--- src/rtl/wb_types_pkg.sv ---
`default_nettype none
// +------------------------------------------------------------------+
// | wb_types_pkg: shared types for the Wishbone slave responder       |
// | Revision: 1.0                                                    |
// +------------------------------------------------------------------+
package wb_types_pkg;

  typedef enum logic [1:0] {
    REG_CTRL = 2'd0,
    REG_DATA = 2'd1,
    REG_STAT = 2'd2,
    REG_WAIT = 2'd3
  } wb_resp_reg_e;

  typedef enum logic [1:0] {
    ST_IDLE   = 2'd0,
    ST_WAITST = 2'd1,
    ST_ACK    = 2'd2
  } wb_resp_state_e;

  localparam int CTRL_EN_BIT     = 0;
  localparam int CTRL_IRQ_EN_BIT = 1;

  localparam int STAT_EMPTY_BIT = 0;
  localparam int STAT_FULL_BIT  = 1;
  localparam int STAT_UNF_BIT   = 2;
  localparam int STAT_OVF_BIT   = 3;

endpackage
`default_nettype wire

--- src/rtl/wb_resp_fifo.sv ---
`default_nettype none
// +------------------------------------------------------------------+
// | wb_resp_fifo: synchronous byte FIFO with fall-through read data   |
// | Revision: 1.0                                                    |
// +------------------------------------------------------------------+
module wb_resp_fifo #(
  parameter int DEPTH = 8,
  parameter int WIDTH = 8
) (
  input  logic                   clk_i,
  input  logic                   rst_i,
  input  logic                   push,
  input  logic                   pop,
  input  logic [WIDTH-1:0]       din,
  output logic [WIDTH-1:0]       dout,
  output logic                   full,
  output logic                   empty,
  output logic [$clog2(DEPTH):0] count
);
  import wb_types_pkg::*;

  localparam int PTR_W = $clog2(DEPTH);
  localparam int CNT_W = PTR_W + 1;

  logic [WIDTH-1:0] mem [DEPTH];
  logic [PTR_W-1:0] wr_ptr;
  logic [PTR_W-1:0] rd_ptr;
  logic             do_push;
  logic             do_pop;

  assign full    = (count == CNT_W'(DEPTH));
  assign empty   = (count == '0);
  assign do_push = push && !full;
  assign do_pop  = pop && !empty;
  assign dout    = mem[rd_ptr];

  always_ff @(posedge clk_i) begin
    if (do_push) mem[wr_ptr] <= din;
  end

  // Power-of-two depth lets the pointers wrap by plain overflow.
  always_ff @(posedge clk_i or negedge rst_i) begin
    if (!rst_i) begin
      wr_ptr <= '0;
      rd_ptr <= '0;
      count  <= '0;
    end else begin
      if (do_push) wr_ptr <= wr_ptr + 1'b1;
      if (do_pop)  rd_ptr <= rd_ptr + 1'b1;
      case ({do_push, do_pop})
        2'b10:   count <= count + 1'b1;
        2'b01:   count <= count - 1'b1;
        default: count <= count;
      endcase
    end
  end

endmodule
`default_nettype wire

--- src/rtl/wb_slave_responder.sv ---
`default_nettype none
// +------------------------------------------------------------------+
// | wb_slave_responder: WB B4 classic slave, wait states + loopback   |
// | Revision: 1.0                                                    |
// +------------------------------------------------------------------+
module wb_slave_responder #(
  parameter int FIFO_DEPTH = 8,
  parameter int MAX_WAIT   = 15,
  parameter int RESET_WAIT = 0
) (
  input  logic       clk_i,
  input  logic       rst_i,
  input  logic       cyc_i,
  input  logic       stb_i,
  input  logic       we_i,
  input  logic [1:0] adr_i,
  input  logic [7:0] dat_i,
  output logic [7:0] dat_o,
  output logic       ack_o,
  output logic       irq_o
);
  import wb_types_pkg::*;

  localparam int CNT_W = $clog2(FIFO_DEPTH) + 1;

  wb_resp_state_e   state;
  logic [1:0]       ctrl;
  logic             ovf;
  logic             unf;
  logic [3:0]       wait_cfg;
  logic [3:0]       cnt;

  logic             req;
  logic             go_ack;
  logic             en;
  logic             irq_en;
  logic             data_acc;
  wb_resp_reg_e     reg_sel;
  logic [7:0]       rdata;

  logic             fifo_push;
  logic             fifo_pop;
  logic [7:0]       fifo_dout;
  logic             fifo_full;
  logic             fifo_empty;
  logic [CNT_W-1:0] fifo_count;

  assign req      = cyc_i & stb_i;
  assign reg_sel  = wb_resp_reg_e'(adr_i);
  assign en       = ctrl[CTRL_EN_BIT];
  assign irq_en   = ctrl[CTRL_IRQ_EN_BIT];
  // Side effects fire on the edge that enters ACK, using the bus values seen there.
  assign go_ack   = req && (((state == ST_IDLE) && (wait_cfg == 4'd0)) ||
                            ((state == ST_WAITST) && (cnt == 4'd1)));
  assign data_acc  = go_ack && (reg_sel == REG_DATA) && en;
  assign fifo_push = data_acc && we_i && !fifo_full;
  assign fifo_pop  = data_acc && !we_i && !fifo_empty;

  always_comb begin
    rdata = 8'h00;
    case (reg_sel)
      REG_CTRL: rdata = {6'b0, ctrl};
      REG_DATA: rdata = (en && !fifo_empty) ? fifo_dout : 8'h00;
      REG_STAT: rdata = {4'b0, ovf, unf, fifo_full, fifo_empty};
      REG_WAIT: rdata = {4'b0, wait_cfg};
      default:  rdata = 8'h00;
    endcase
  end

  always_ff @(posedge clk_i or negedge rst_i) begin
    if (!rst_i) begin
      state    <= ST_IDLE;
      cnt      <= 4'd0;
      ctrl     <= 2'b00;
      ovf      <= 1'b0;
      unf      <= 1'b0;
      wait_cfg <= 4'(RESET_WAIT);
      ack_o    <= 1'b0;
      dat_o    <= 8'h00;
      irq_o    <= 1'b0;
    end else begin
      ack_o <= go_ack;
      dat_o <= 8'h00;
      irq_o <= irq_en && en && ((fifo_count != '0) || ovf || unf);

      case (state)
        ST_IDLE: begin
          if (req) begin
            if (wait_cfg == 4'd0) begin
              state <= ST_ACK;
            end else begin
              state <= ST_WAITST;
              cnt   <= wait_cfg;
            end
          end
        end
        ST_WAITST: begin
          if (!req)             state <= ST_IDLE;
          else if (cnt == 4'd1) state <= ST_ACK;
          else                  cnt   <= cnt - 4'd1;
        end
        ST_ACK:  state <= ST_IDLE;
        default: state <= ST_IDLE;
      endcase

      if (go_ack) begin
        if (!we_i) begin
          dat_o <= rdata;
          if ((reg_sel == REG_DATA) && en && fifo_empty) unf <= 1'b1;
        end else begin
          case (reg_sel)
            REG_CTRL: ctrl <= dat_i[1:0];
            REG_DATA: if (en && fifo_full) ovf <= 1'b1;
            REG_STAT: begin
              if (dat_i[STAT_OVF_BIT]) ovf <= 1'b0;
              if (dat_i[STAT_UNF_BIT]) unf <= 1'b0;
            end
            REG_WAIT: wait_cfg <= (dat_i > 8'(MAX_WAIT)) ? 4'(MAX_WAIT) : dat_i[3:0];
            default: ;
          endcase
        end
      end
    end
  end

  wb_resp_fifo #(
    .DEPTH (FIFO_DEPTH),
    .WIDTH (8)
  ) u_fifo (
    .clk_i (clk_i),
    .rst_i (rst_i),
    .push  (fifo_push),
    .pop   (fifo_pop),
    .din   (dat_i),
    .dout  (fifo_dout),
    .full  (fifo_full),
    .empty (fifo_empty),
    .count (fifo_count)
  );

endmodule
`default_nettype wire

--- config.mk ---
export PLATFORM = sky130hd
export DESIGN_NAME = wb_slave_responder
export DESIGN_NICKNAME = d
export VERILOG_FILES = /design/src/rtl/wb_types_pkg.sv /design/src/rtl/wb_resp_fifo.sv /design/src/rtl/wb_slave_responder.sv
export SDC_FILE = /design/constraint.sdc
export NUM_CORES = 1
export LEC_CHECK = 0
export BUFFER_PORTS_ARGS = -buffer_cell sky130_fd_sc_hd__buf_2
export CAP_MARGIN = 20
export CORE_MARGIN = 4
export CORE_UTILIZATION = 40
export CTS_CLUSTER_SIZE = 25
export DETAILED_ROUTE_END_ITERATION = 6
export GPL_ROUTABILITY_DRIVEN = 1
export SLEW_MARGIN = 40
export SYNTH_ARGS = -nofsm -noshare
export SYNTH_HDL_FRONTEND = slang
export SYNTH_HIERARCHICAL = 1
export SYNTH_SLANG_ARGS = --single-unit
--- constraint.sdc ---
create_clock -name clk_i -period 5.7 [get_ports clk_i]
set_input_delay 0.57 -clock clk_i [delete_from_list [all_inputs] [get_ports clk_i]]
set_output_delay 0.57 -clock clk_i [all_outputs]
set_load 0.05 [all_outputs]
==> results of run 1 <==
per-layer routing:
| metal | global-route usage (%) | up-vias | wire (µm) |
|---|---|---|---|
| met2 | 21.3 | 34 | 3900 |
| met1 | 18.4 | 1221 | 3800 |
| met4 | 2.64 | 0 | 48 |
| met3 | 3.50 | 4 | 284 |
| met5 | 0 | - | 0 |
| li1 | - | 1138 | - |
final cells by class:
type / count / area share, %
Sequential cell: 98 / 57.8
Multi-Input combinational cell: 159 / 31.5
Tap cell: 136 / 3.54
Clock buffer: 9 / 2.58
Timing Repair Buffer: 24 / 2.55
Clock inverter: 7 / 1.20
Inverter: 11 / 0.860
state kept, by name, summed over array words and instances (netlist names), 2 cells and up:
register	cells
u_fifo/mem	64
cnt	4
state	2
u_fifo/count	4
u_fifo/wr_ptr	3
wait_cfg	4
u_fifo/rd_ptr	3
ctrl	2
dat_o	8
through the flow:
stage	power, W	area [µm²]	util (%)	instances	hold slack [ns]
4_1_cts	0.00152	4790	45.7	444	0.292
3_5_place_dp	0.00110	4600	44.0	428	0.512
5_1_grt	0.00158	4800	45.9	444	0.165
6_report	0.00150	4800	45.9	444	0.145
2_1_floorplan	0.00104	4360	-	277	0.274
3_3_place_gp	0.00110	4590	43.9	428	0.505
worst max-delay path, cell delays in order, from the launching register on:
cell,delay (ns)
dfrtp_1,0.44
nor4bb_1,0.48
a32o_2,0.37
and3b_1,0.32
o41ai_2,0.14
inv_1,0.11
ha_1,0.31
ha_1,0.34
or4b_2,0.65
o311ai_0,0.14
o211ai_1,0.12
logic make-up (layout without fill, tap and decap cells):
logic type      after synthesis  count (layout)  share of synthesized area (%)
compound gates               36              36                           6.12
xor+xnor                      6               6                           1.21
fa+ha+maj                     8               8                           2.47
buf+inv                      20              51                           2.50
flops                        98              98                           63.7
mux                          33              33                           13.9
simple gates                 76              76                           10.1
cell usage after synthesis (all sizes together) (2+ instances only):
library cell  instances
nand2b                4
or4b                  2
buf                   6
clkbuf                3
a22o                  2
nand2                10
nor3b                 4
inv                  11
or4                   2
xnor2                 5
and3b                 2
nor2b                 2
edfxtp               64
mux4                 16
a21oi                16
and2                  5
nand3                 8
a32o                  2
o21ai                 4
nor4bb                2
nor4                  2
a31oi                 2
o211ai                2
ha                    7
dfrtp                34
mux2                 12
mux2i                 5
nor2                 20
nor3                  8
worst min-delay path by stage:
stage,depth (start not counted),slack (ns),endpoint,startpoint
6_report,1,0.14,cnt[3],rst_i
4_1_cts,1,0.29,cnt[3],rst_i
3_5_place_dp,1,0.51,u_fifo/wr_ptr[0],u_fifo/wr_ptr[0]
5_1_grt,1,0.16,state[0],rst_i
3_3_place_gp,1,0.51,u_fifo/wr_ptr[0],u_fifo/wr_ptr[0]
2_1_floorplan,0,0.27,ack_o,rst_i
power by group:
| part | total [W] | internal, W | switching [W] |
|---|---|---|---|
| sequential | 0.000877 | 0.000804 | 0.0000734 |
| clock | 0.000415 | 0.000166 | 0.000250 |
| combinational | 0.000205 | 0.000102 | 0.000103 |
| total | 0.00150 | 0.00107 | 0.000426 |
==> metrics.cfg, run 1 <==
[status]
status = finished, final reports clean

[clock_tree]
cts_resized = 0
clock_sinks = 98
tritoncts = done
clock-root-buffer = clkbuf_8
h-tree-depth = 3
path_clk_slew_ns = 0.10
cts_hold_buf = 0
insertion_delay_ns = 0.36
cts_buffers = 9
cts_buffer_depth = 2
post_cts_buffers = 0

[routing]
drtIter0Drc = 127
first_pass_iters = 4
routed_wl_mm = 8.04
antenna_left = 0
drc = 0
wl_per_cell_um = 18.1
via_count = 2397
avgViaCountPerCell = 5.40

[worst_setup_path]
startpoint = state[1]
path_max_fanout = 14
r2r_cells = 10
cp-end-kind = flop
cp.required_ns = 5.93
r2r_end = u_fifo/count[3]
r2r_slack_ns = 2.14
crit_path_end = u_fifo/count[3]
startpoint_type = flop
r2r-start = state[1]
cp_data_arrival_time_ns = 3.80
critical_path_class = reg2reg

[sta]
setup_viol = 0
grt_setup_unrepaired = no
slew_viol_final = 0
fin_ws_ns = 2.14
period_minus_slack_ns = 3.56
tightest_slew_ns = 0.715
setup_tns_ns = 0
clock_skew_ns = 0.0123
clock.fmax_ghz = 0.281
relSlewSlack_pct = 52.3
post-route-period-util_pct = 62.5
hold_violations = 0

[cells_and_area]
final-seq-area_um2 = 2770
drive_above_1_share_pct = 22.4
layout_common_cells = edfxtp_1 (64), dfrtp_1 (33), buf_2 (23)
syn_to_final_growth_pct = 10.2
fill_cells = 952
multi_input_area_um2 = 1510
fin_nets = 326
diodes = 0
final_common_cell = edfxtp_1

[synth]
ys_warn_count = 6
synth.avg_cell_area_um2 = 15.7
synthTopCellsByArea = edfxtp_1 (44%), dfrtp_1 (20%), mux4_1 (9.7%)
synth_top_flop_cell = edfxtp_1
postSynthCellCount = 277
ys_ff_latch = 98
yosys.area.top_type = edfxtp_1
syn_area_um2 = 4360
synth_top_area_share_pct = 44.1
synth.net_count = 300
synth_cell_types = 53
yosysSeqAreaShare_pct = 63.7
synth_edf_count = 64
ys_async_sr_fraction_pct = 34.7

[die]
rows = 37
die_area_um2 = 12600
die_w_um = 112
fp.dieH_um = 112
ios = 25
design.core.area_um2 = 10500
start_util_pct = 41.6

[power]
power.density_nw_per_um2 = 312
power.leakage_nw = 1.77
irDropWorstVdd_mv = 0.133

[flow_run]
cap_violations = 0

[placed_design]
io_buffers = 24
dpl.hpwl_mm = 5.25
pre_cts_slack_ns = 1.90
place.gp.congestion = 0.817

[global_routing]
grt_overflow_total = 0
grt_usage_pct = 13.3
grt_pass1_vias = 2410
grt_max_degree = 35
antenna_found_initial = 0
grt_first_pass_wirelength_mm = 12.9

[worst_hold_path]
min-delay-path-class = in2async

Power figures use the tool's default switching activity.
==> run 2: changes to the inputs <==
Clock period 5.7 ns to 3 ns, I/O delays scaled along.
==> run 2 against run 1 <==
Effect of this change: non-clock buffer count rose by 24; largest power group unchanged; via count rose by 5.1%; clock skew fell by 0.0054 ns; combinational power rose by 120%; flip-flop and latch count did not move; wire length rose by 7.1%; worst setup slack got worse by 2.0 ns; critical endpoint unchanged.
==> metrics.cfg, run 2 (synthesis results as in run 1) <==
[cells_and_area]
syn_to_final_growth_pct = 15.4
fill_cells = 915
diodes = 0
drive_above_1_share_pct = 27.7
largest_register_ffs = 64
fin_nets = 350
largest_registers = u_fifo/mem (64), dat_o (8)
final_common_cell = edfxtp_1
layout_common_cells = edfxtp_1 (64), dfrtp_1 (32), buf_4 (24)
top_register = u_fifo/mem

[sta]
fin_worst_hold_slack_ns = 0.226
tightest_slew_ns = 0.565
relSlewSlack_pct = 62.3
period_minus_slack_ns = 2.88
setup_tns_ns = 0
post-route-period-util_pct = 95.9
slew_viol_final = 0
hold_violations = 0
clock.fmax_ghz = 0.348
clock_skew_ns = 0.00694
setup_viol = 0
fin_ws_ns = 0.124

[worst_setup_path]
path_max_fanout = 5
cp.required_ns = 3.23
r2r_cells = 10
r2r_slack_ns = 0.12
critical_path_class = reg2reg
r2r_end = u_fifo/count[3]
cp_data_arrival_time_ns = 3.11
r2r-start = state[1]
startpoint_type = flop
cp-end-kind = flop

[routing]
drtIter0Drc = 168
first_pass_iters = 5
antenna_left = 0
routed_wl_mm = 8.61
via_count = 2520
avgViaCountPerCell = 5.38
drc = 0
wl_per_cell_um = 18.4

[placed_design]
place.gp.congestion = 0.849
pre_cts_slack_ns = 0.0281
dpl.hpwl_mm = 5.81
io_buffers = 24

[power]
power.density_nw_per_um2 = 597
power.leakage_nw = 1.91
irDropWorstVdd_mv = 0.317

[clock_tree]
cts_buffer_depth = 2
h-tree-depth = 3
cts_buffers = 9
tritoncts = done
path_clk_slew_ns = 0.10
clock-root-buffer = clkbuf_8
clock_sinks = 98
insertion_delay_ns = 0.35

[global_routing]
grt_first_pass_wirelength_mm = 13.7
grt_pass1_vias = 2540
grt_max_degree = 35
antenna_found_initial = 0
grt_usage_pct = 14.1
grt_overflow_total = 0

[worst_hold_path]
hold_end = unf
min-delay-path-class = in2reg
hold_depth = 2
worst_hold_startpoint = we_i

[die]
fp.dieH_um = 112
rows = 37
die_w_um = 112
die_area_um2 = 12600
start_util_pct = 41.6
ios = 25
design.core.area_um2 = 10500

[status]
status = finished, final reports clean

[flow_run]
cap_violations = 0

run 2: cell count changes in the layout (fill, tap and decap cells not counted), sizes merged:
cell	before	now
buf	24	47
bufinv	0	1
dlygate4sd3	0	1
inv	15	14
run 2: worst max path at each step:
stage,startpoint,end,cells past startpoint
after global placement,state[1],u_fifo/count[3],10
after CTS,state[1],u_fifo/count[3],10
after floorplan,wait_cfg[3],u_fifo/count[3],11
after global routing,state[1],u_fifo/count[3],10
final,state[1],u_fifo/count[3],10
after detailed placement,state[1],u_fifo/count[3],10
run 2: worst max-delay path: stages (launching register included):
cell and delay, ns:
dfrtp_2 0.46, nor4bb_4 0.34, a32o_2 0.22, and3b_1 0.21
o41ai_2 0.11, inv_1 0.11, ha_2 0.21, ha_4 0.22
or4b_2 0.63, o311ai_0 0.13, o211ai_1 0.12
run 2: per-layer routing:
| metal | vias to the layer above | track usage, % | share of wire [%] |
|---|---|---|---|
| li1 | 1184 | - | - |
| met1 | 1276 | 19.7 | 47 |
| met2 | 52 | 22.1 | 49 |
| met3 | 8 | 2.05 | 3.3 |
| met4 | 0 | 6.17 | 1.4 |
| met5 | - | 0 | 0 |
run 2: layout make-up:
cell class                      count  area [µm²]  share of cell area (%)
Clock buffer                        9         124                    2.47
Clock inverter                      7        83.8                    1.67
Inverter                           11        41.3                   0.822
Multi-Input combinational cell    159        1530                    30.4
Sequential cell                    98        2780                    55.2
Tap cell                          136         170                    3.39
Timing Repair Buffer               48         305                    6.08
run 2: power breakdown:
part           internal [W]  switching (W)
Combinational      0.000228       0.000227
Clock              0.000400       0.000479
Sequential          0.00153       0.000135
Total               0.00216       0.000842
run 2: per-stage QoR:
stage	utilization (%)	std cells	total power [W]	cell area, µm²
2_1_floorplan	-	277	0.00198	4370
5_1_grt	48.0	468	0.00315	5020
6_report	48.0	468	0.00300	5020
3_3_place_gp	45.5	450	0.00212	4760
3_5_place_dp	45.5	450	0.00213	4760
4_1_cts	47.5	466	0.00301	4970
run 2: timing repair:
action | CTS | global route
endpoints found under the setup margin | 0 | 1
endpoints found under the hold margin | 0 | 34
buffers inserted | 0 | 1
gates resized for setup | 0 | 7
hold buffers | 0 | 1
==> run 3: changes to the inputs <==
Settings changed: REMOVE_ABC_BUFFERS set to 1.
==> run 3 against run 2 <==
Effect of this change: clock skew is 0.0013 ns lower; clock power is 6.9% higher; first-iteration DRC count is 49% lower; count of clock-buffer cells in the layout stayed put; die area stayed put; maximum frequency is 0.36% higher; critical path type unchanged; critical endpoint unchanged; largest cell class unchanged.
==> metrics.cfg, run 3 (synthesis results as in run 1) <==
[sta]
post-route-period-util_pct = 95.5
hold_violations = 0
relSlewSlack_pct = 55.0
setup_viol = 0
slew_viol_final = 0
grt_setup_unrepaired = no
period_minus_slack_ns = 2.87
clock_skew_ns = 0.00567
clock.fmax_ghz = 0.349
tightest_slew_ns = 0.675

[worst_setup_path]
cp.required_ns = 3.24
critPathSlowestCell = or4b_2
cp_top_family = simple AND/OR/NAND/NOR gates
cp_slowest_stage_delay_ns = 0.66
startpoint_type = flop
cp_data_arrival_time_ns = 3.10
startpoint = state[0]
path_buf_inv = 1
critical_path_class = reg2reg
path_max_fanout = 5
cp-end-kind = flop
r2r-start = state[0]
path_cells = and4b_1, a32o_2, and3b_1, o41ai_2, inv_1, ha_2, ha_1, or4b_2, o311ai_2, o211ai_1

[die]
die_area_um2 = 12600
design.core.area_um2 = 10500
fp.dieH_um = 112
ios = 25
die_w_um = 112
rows = 37
start_util_pct = 41.6

[status]
status = finished, final reports clean

[global_routing]
grt_usage_pct = 14.1
antenna_found_initial = 0
grt_pass1_vias = 2576
grt_first_pass_wirelength_mm = 13.7
grt_overflow_total = 0
grt_max_degree = 35

[power]
power.density_nw_per_um2 = 602
power.leakage_nw = 1.97
irDropWorstVdd_mv = 0.223

[routing]
wl_per_cell_um = 17.8
first_pass_iters = 4
routed_wl_mm = 8.45
avgViaCountPerCell = 5.37
drtIter0Drc = 86
via_count = 2553
drc = 0
antenna_left = 0

[placed_design]
io_buffers = 24
placed_cell_area_um2 = 4790
place.gp.congestion = 0.827
dpl.hpwl_mm = 5.76

[cells_and_area]
top_register = u_fifo/mem
fin_area_um2 = 5070
largest_registers = u_fifo/mem (64), dat_o (8)
layout_common_cells = edfxtp_1 (64), dfrtp_1 (32), buf_4 (31)
fin_nets = 357
diodes = 0
fin_util_pct = 48.5
drive_above_1_share_pct = 28.6
largest_register_ffs = 64
syn_to_final_growth_pct = 16.5
final_common_cell = edfxtp_1

[flow_run]
cap_violations = 0

[clock_tree]
clock_sinks = 98
insertion_delay_ns = 0.36
tritoncts = done
cts_buffers = 9
h-tree-depth = 3
cts_buffer_depth = 2
clock-root-buffer = clkbuf_8
path_clk_slew_ns = 0.09

[worst_hold_path]
min-delay-path-class = in2reg
worst_hold_startpoint = we_i

## run 3: where the power goes
part | internal, W | leakage, nW | total (W) | switching, W
Combinational | 0.000229 | 0.829 | 0.000460 | 0.000230
Clock | 0.000479 | 0.116 | 0.000941 | 0.000462
Sequential | 0.00153 | 1.02 | 0.00165 | 0.000127
## run 3: area by class of cell
| class | instances | area [µm²] |
|---|---|---|
| Clock inverter | 7 | 98.8 |
| Multi-Input combinational cell | 159 | 1510 |
| Fill cell | 926 | 5390 |
| Sequential cell | 98 | 2780 |
| Tap cell | 136 | 170 |
| Inverter | 11 | 41.3 |
| Timing Repair Buffer | 55 | 358 |
| Clock buffer | 9 | 124 |
## run 3: per-layer routing
layer  vias up  part of all wire [%]  global-route usage (%)
met5         -                     0                       0
met4         0                   2.1                    6.65
met3        12                   3.2                    2.16
met2        45                    49                    22.5
met1      1304                    45                    19.0
li1       1192                     -                       -
## run 3: repair_timing
action,CTS,global route
pin swaps,0,1
endpoints found under the hold margin,0,34
gates resized for setup,1,7
cloned,0,0
setup buffers,0,2
setup endpoints to repair,1,1
hold buffers,0,1
## run 3: path summary, 6_finish.rpt
path | endpoint | slack (ns) | cells past startpoint
max | u_fifo/count[3] | 0.13 | 10
min | unf | 0.22 | 2
max reg2reg | u_fifo/count[3] | 0.13 | 10
min reg2reg | u_fifo/wr_ptr[0] | 0.55 | 1
max in group asynchronous | state[1] | 2.20 | 2
min in group asynchronous | dat_o[5] | 0.43 | 2
## run 3: per-stage QoR
| step | setup slack, ns | TNS, ns | hold WS (ns) | total power, W | cells |
|---|---|---|---|---|---|
| floorplan | -0.104 | -0.104 | 0.00441 | 0.00195 | 268 |
| global placement | 0.0861 | 0 | 0.432 | 0.00212 | 456 |
| detailed placement | -0.00573 | -0.00573 | 0.446 | 0.00213 | 456 |
| CTS | 0.0555 | 0 | 0.0476 | 0.00308 | 472 |
| global route | 0.0106 | 0 | 0.200 | 0.00321 | 475 |
| finish | 0.134 | 0 | 0.221 | 0.00306 | 475 |
